## src/rtl/cache_load_ctrl.sv

```systemverilog
// cache_load_ctrl: pops 32-bit words from the input word buffer, packs them
// into WPL-word cache lines and issues one line-write per line, advancing the
// line address by WPL words each time (wrapping mod 2^ADDR_W).
//
// Optional feature macro: CACHE_LOAD_CHECKSUM_EN
//   defined   -> extra output checksum[31:0], the mod-2^32 sum of every word
//                popped since the last accepted start (stable from done on).
//   undefined -> checksum port and adder are absent.
//
// Handshakes:
//   buffer side: a word moves when buf_pop is high at a rising clk edge;
//                buf_pop = buf_valid & (block in FILL) & (words remaining),
//                so buf_valid may drop at any time and simply stalls FILL.
//   cache side : cache_req rises with addr/line/wmask and all four are held
//                stable until a clk edge sees cache_ack high; cache_ack is
//                ignored whenever cache_req is low.
module cache_load_ctrl #(
  parameter int WPL    = 4,
  parameter int ADDR_W = 27,
  parameter int LEN_W  = 16
) (
  input  logic                clk,
  input  logic                rst,
  input  logic                start,
  input  logic [ADDR_W-1:0]   base_addr,
  input  logic [LEN_W-1:0]    num_words,
  input  logic                buf_valid,
  input  logic [31:0]         buf_data,
  output logic                buf_pop,
  output logic                cache_req,
  output logic [ADDR_W-1:0]   cache_addr,
  output logic [32*WPL-1:0]   cache_line,
  output logic [WPL-1:0]      cache_wmask,
  input  logic                cache_ack,
  output logic                busy,
  output logic                done,
  output logic [1:0]          state_dbg
`ifdef CACHE_LOAD_CHECKSUM_EN
  ,
  output logic [31:0]         checksum
`endif
);

  localparam int SW = $clog2(WPL);

  typedef enum logic [1:0] {
    IDLE  = 2'd0,
    FILL  = 2'd1,
    WRITE = 2'd2,
    FIN   = 2'd3
  } state_t;

  state_t            state;
  logic [LEN_W-1:0]  remaining;
  logic [SW-1:0]     slot;

  // A word is consumed only while filling and only if the load still needs one.
  assign buf_pop   = (state == FILL) && buf_valid && (remaining != '0);
  assign state_dbg = state;

  // Load sequencer: state, line assembly, address advance and status outputs.
  always_ff @(posedge clk) begin
    if (rst) begin
      state       <= IDLE;
      cache_req   <= 1'b0;
      busy        <= 1'b0;
      done        <= 1'b0;
      cache_wmask <= '0;
      cache_line  <= '0;
      cache_addr  <= '0;
      remaining   <= '0;
      slot        <= '0;
`ifdef CACHE_LOAD_CHECKSUM_EN
      checksum    <= '0;
`endif
    end else begin
      case (state)
        IDLE: begin
          done <= 1'b0;
          if (start) begin
            // Low address bits are forced to zero so every line is aligned.
            cache_addr <= {base_addr[ADDR_W-1:SW], {SW{1'b0}}};
            remaining  <= num_words;
            slot       <= '0;
            busy       <= 1'b1;
`ifdef CACHE_LOAD_CHECKSUM_EN
            checksum   <= '0;
`endif
            if (num_words == '0) begin
              state <= FIN;
              done  <= 1'b1;
            end else begin
              state <= FILL;
            end
          end
        end

        FILL: begin
          if (buf_pop) begin
            cache_line[32*slot +: 32] <= buf_data;
            cache_wmask[slot]         <= 1'b1;
            slot                      <= slot + 1'b1;
            remaining                 <= remaining - 1'b1;
`ifdef CACHE_LOAD_CHECKSUM_EN
            checksum                  <= checksum + buf_data;
`endif
            // Line full, or this was the final word (partial last line).
            if (slot == SW'(WPL - 1) || remaining == LEN_W'(1)) begin
              state     <= WRITE;
              cache_req <= 1'b1;
            end
          end
        end

        WRITE: begin
          if (cache_ack) begin
            cache_req   <= 1'b0;
            cache_line  <= '0;
            cache_wmask <= '0;
            slot        <= '0;
            cache_addr  <= cache_addr + ADDR_W'(WPL);
            if (remaining == '0) begin
              state <= FIN;
              done  <= 1'b1;
            end else begin
              state <= FILL;
            end
          end
        end

        FIN: begin
          done  <= 1'b0;
          busy  <= 1'b0;
          state <= IDLE;
        end

        default: begin
          state <= IDLE;
        end
      endcase
    end
  end

endmodule

```

## config.mk

```make
export PLATFORM = sky130hd
export DESIGN_NAME = cache_load_ctrl
export DESIGN_NICKNAME = d
export VERILOG_FILES = /design/src/rtl/cache_load_ctrl.sv
export SDC_FILE = /design/constraint.sdc
export NUM_CORES = 1
export LEC_CHECK = 0
export CAP_MARGIN = 20
export CORE_MARGIN = 2
export CORE_UTILIZATION = 45
export DETAILED_ROUTE_END_ITERATION = 12
export PLACE_DENSITY = 0.77
export SKIP_LAST_GASP = 1
export SLEW_MARGIN = 10
export SYNTH_ARGS = -nofsm -noshare
export SYNTH_HDL_FRONTEND = slang
export SYNTH_SLANG_ARGS = --single-unit
```

## constraint.sdc

```tcl
create_clock -name clk -period 3.8 [get_ports clk]
set_clock_uncertainty 0.05 [all_clocks]
set_input_delay 0.38 -clock clk [delete_from_list [all_inputs] [get_ports clk]]
set_output_delay 0.38 -clock clk [all_outputs]
set_load 0.02 [all_outputs]
```

Word level (Yosys, flattened, before mapping)
Index checks and enable logic that the tools add are counted.

word-level totals
  register bits = 182
  input port bits = 80

operators by class
  add/subtract/negate cells = 4
  $lt $le $gt $ge = 2
  eq/ne operators = 10
  shifts and indexed selects = 2
  mux-type cells = 37
  bitwise operators = 1
  reduce and logical (&&, ||, !) cells = 22

operator list
  kind                                                      number
  two-way mux 128 bit                                       2
  case mux 128 bit (2 select lines)                         1
  bitwise mux 128 bit                                       1
  variable shift 32 x 34 -> 128 bit (first input constant)  1
  indexed part select 32 x 34 -> 128 bit                    1
  two-way mux 27 bit                                        2
  case mux 27 bit (2 select lines)                          1
  negation 7 -> 34 bit                                      1
  logical NOT 16 bit                                        2
  two-way mux 16 bit                                        2
  case mux 16 bit (2 select lines)                          1
  adder 27 x 3 -> 27 bit (second input constant)            1
  two-way mux 2 bit                                         9
  == test 16 x 1 -> 1 bit (second input constant)           1
  nonzero test 16 bit                                       1
  subtractor 16 x 1 -> 16 bit (second input constant)       1
  AND reduction 3 bit                                       4
  AND reduction 4 bit                                       3
  two-way mux 1 bit                                         9
  two-way mux 4 bit                                         2
  inequality test 2 bit (second input constant)             4
  case mux 2 bit (4 select lines)                           1
  case mux 4 bit (2 select lines)                           1
  nonzero test 2 bit                                        4
  other kinds (16)                                          22

Depth between registers and ports, before layout
  depth after elaboration = 7
  gate-level depth with buffers = 10

Least setup slack after synthesis
No wires, ideal clock.

  path kind = reg-to-reg
  start = reg state[0], in the netlist state_dbg[0]
  end = reg cache_line[0]
  arrival time = 2,008 ps
  slack = 1,625 ps
  stages on the path, launching flop included = 9
  path buffers = 2
  period minus slack after synthesis = 2,175 ps
  path through = dfxtp_1 > inv_1 > ha_1 > nor3_1 > nand3_1 > and3_1 > buf_2 > buf_4 > a22o_1

on the way
  word-level cells in the longest chain between the ends = 5
  elaborated cells between the ends (all ways) = 9
  those cells by class = eq/ne (4); mux (1); reduce/logical (4)

ends and longest elaborated chain
  what                             line    RTL
  start: declaration               53      state_t state;
  start signal: assignment         64      state <= IDLE;
  start signal: assignment         90      state <= FIN;
  start signal: assignment         93      state <= FILL;
  == test 2 x 1 -> 1 bit           58, 77
  logical AND 1 bit (2 in series)  58      assign buf_pop = (state == FILL) && buf_valid && (remaining != '0);
  inequality test 2 bit (no line)  n/a
  AND reduction 3 bit (no line)    n/a
  end signal: indexed assignment   100     cache_line[32*slot +: 32] <= buf_data;
  end: declaration                 32      output logic [32*WPL-1:0] cache_line,

Parallel ways exist; a longest one is shown, timed or not.
A chain may end at the register's enable or synchronous reset.

Final worst setup path
  start = reg remaining[8]
  end = out buf_pop

on the way
  word-level cells in the longest chain between the ends = 2

ends and longest elaborated chain
  what                      line  RTL
  start: declaration        54    logic [LEN_W-1:0] remaining;
  start signal: assignment  83    remaining <= num_words;
  start signal: assignment  103   remaining <= remaining - 1'b1;
  nonzero test 16 bit       58
  logical AND 1 bit         58
  end: declaration          29    output logic buf_pop,

Every way passes these cells.

==> results.ini <==
[setup_path]
cp_slowest_stage_delay_ns = 0.55
crit_arrival_ns = 2.80
crit_type = reg -> out
worstPathCellList = nor3_1, nand4_2, nand3_1, inv_1, clkdlybuf4s50_1
critPathSlowestCell = clkdlybuf4s50_1
critPathCaptureType = primary output
worstSetupStartpointType = register
cp_max_fo = 13
r2r-start = remaining[8]
cp_data_required_time_ns = 3.37
cp-startpoint = remaining[8]

[sta]
setup_tns_ns = 0
fin_crit_sh_pct = 85.0
rsz0062_at_grt = no
worstMarginPinSlew_ns = 0.718
final_hold_viol_count = 0
post-route-min-period_ns = 3.23
slew_viol_final = 0
setup_violations = 0
fmax_mhz = 309
slew-limit-headroom_pct = 52.1

[die]
die_area_mm2 = 0.0194
io_pins = 245
fp.dieH_um = 139
die_w_um = 139
row_count = 49
core-area_mm2 = 0.0180
initial_core_util_pct = 45.8

[finish]
stdcell_area_mm2 = 0.0113
nNetsFinal = 1231
syn_to_final_growth_pct = 36.7
diodes = 0
drive_gt1_share_pct = 7.12

[min_path]
hp-start = rst
worstHoldPathType = in -> reg

[route]
drtAntennaViolNets = 0
first_pass_iters = 5
wl_per_cell_um = 19.2
drt_wl_total_mm = 26.5
drtIter0Drc = 672
vias = 8228
viasPerCell = 5.96
drc = 0

[cts]
cts-root-buf = clkbuf_16
cts_max_path_buffers = 2
numClockSinks = 180
holdBufCountCts = 0
cts-resized-gates = 0
numCtsBuffers = 17
cts.clk_slew.worst_paths_ns = 0.07
cts_max_level = 4
clock_latency_ns = 0.44
cts_tree = done
cts_setup_buffers = 0

[grt]
grt_pass1_wl_mm = 42.1
grt_max_degree = 67
grt_overflow = 0
track_usage_pct = 26.5
antenna_found_initial = 0
grt_pass1_vias = 7602

[power_and_ir_drop]
static-leakage-power_nw = 4.03
max-vdd-ir-drop_mv = 0.505
power_density_mw_per_mm2 = 628

[placed_design]
dp.final_hpwl_mm = 17.7
place.gp.congestion = 0.910
placed_area_mm2 = 0.0107
port_buffers = 240

[yosys]
ys_seq_area_share_pct = 43.8
synthesis.area_mm2 = 0.00823
synth_edf_count = 0
syn_avg_cell_area_um2 = 8.66
netlist_instances = 951
async_flop_share_pct = 0
yosysWarnings = 0
synthFlopType = dfxtp_1
ys_ff_latch = 180
ys_types = 64

[status]
status = finished, final reports clean

[run]
cap_viol_max_count = 0

==> cell usage after synthesis, types with 6 or more instances <==
library cell	instances	area share (%)
o31ai_1	6	0.55
nor3b_1	31	2.8
a211oi_1	12	1.1
nor3_1	23	1.4
o32ai_1	15	1.6
a21oi_1	90	5.5
buf_4	9	0.82
mux2i_1	7	0.85
and3_1	8	0.61
buf_2	25	1.5
o22ai_1	6	0.46
nor4_1	8	0.61
a31oi_1	6	0.46
inv_1	17	0.78
clkbuf_1	51	2.3
a22o_1	62	6.6
nand2_1	79	3.6
ha_1	12	1.8
o21ai_0	55	3.3
nand3_1	57	3.5
dfxtp_1	180	44
o211ai_1	32	2.9
nor2_1	38	1.7
nand4_1	43	3.3
==> report_power, final <==
part	switching [W]	internal, W	total (W)
logic	0.00169	0.00113	0.00281
registers	0.000339	0.00216	0.00250
clock network	0.000839	0.000911	0.00175
==> placed cells by master, fill, tap and decap left out, types with 7 or more instances in the layout <==
cell type        synthesis  final
o32ai_1                 15     15
nand3_1                 57     57
o21ai_0                 55     55
ha_1                    12     11
a22o_1                  62     62
mux2i_1                  7      7
nor4_1                   8      8
nand2_1                 79     79
clkdlybuf4s50_1          0    239
inv_1                   17     16
clkbuf_16                0     17
buf_4                    9     22
nor3_1                  23     20
a21oi_1                 90     89
and3_1                   8      8
nand4_1                 43     43
dfxtp_1                180    180
nor3b_1                 31     31
nor2_1                  38     38
a211oi_1                12     12
o211ai_1                32     32
==> cell families after synthesis <==
group	after synthesis	synth area share, %
compound gates	314	25.6
simple gates	326	21.6
mux	7	0.851
flops	180	43.8
fa+ha+maj	12	1.82
buf+inv	111	6.32
other cells	1	0.0455
==> sequential cells by signal, indices dropped and copies added (netlist names) <==
signal       count
slot             2
cache_addr      25
remaining       16
cache_req        1
cache_line     128
cache_wmask      4
busy             1
state_dbg        2
done             1
==> routing by layer <==
| layer | track usage (%) | up-vias | routed length [um] |
|---|---|---|---|
| met2 | 43.4 | 308 | 12600 |
| met5 | 0 | - | 0 |
| met3 | 5.47 | 31 | 1610 |
| met4 | 7.81 | 0 | 518 |
| met1 | 35.4 | 3943 | 11700 |
| li1 | - | 3946 | - |
==> cell type report <==
cell class / count / area (um^2)
clock buffers: 19 / 453
clock inverters: 13 / 133
fillers: 1559 / 6710
inverters: 17 / 63.8
multi-input cells: 661 / 4150
flip-flops and latches: 180 / 3600
well taps: 229 / 287
repair buffers: 262 / 2560
==> path summary, 6_finish.rpt <==
kind / to / slack, ns / cells past startpoint
min: cache_line[109] / 0.39 / 2
max reg2reg: cache_line[73] / 0.97 / 6
max: buf_pop / 0.57 / 5
min reg2reg: cache_line[43] / 0.41 / 2
==> metrics by stage <==
step | hold WS, ns | cells | worst slack (ns) | total power [W] | utilization (%)
after CTS | 0.385 | 1380 | 0.596 | 0.00707 | 62.6
after global routing | 0.404 | 1381 | 0.387 | 0.00746 | 62.6
after detailed placement | 0.399 | 1348 | 1.02 | 0.00531 | 59.3
after global placement | 0.396 | 1348 | 1.12 | 0.00526 | 59.3
after floorplan | 0.397 | 952 | 1.62 | 0.00438 | -
final | 0.395 | 1381 | 0.569 | 0.00706 | 62.6
==> worst max-delay path: cells and delay by family (launching register included) <==
kind | cells | cell delay [ns]
buf+inv | 2 | 0.63
simple gates | 3 | 1.37
flops | 1 | 0.37
Power figures use the tool's default switching activity.
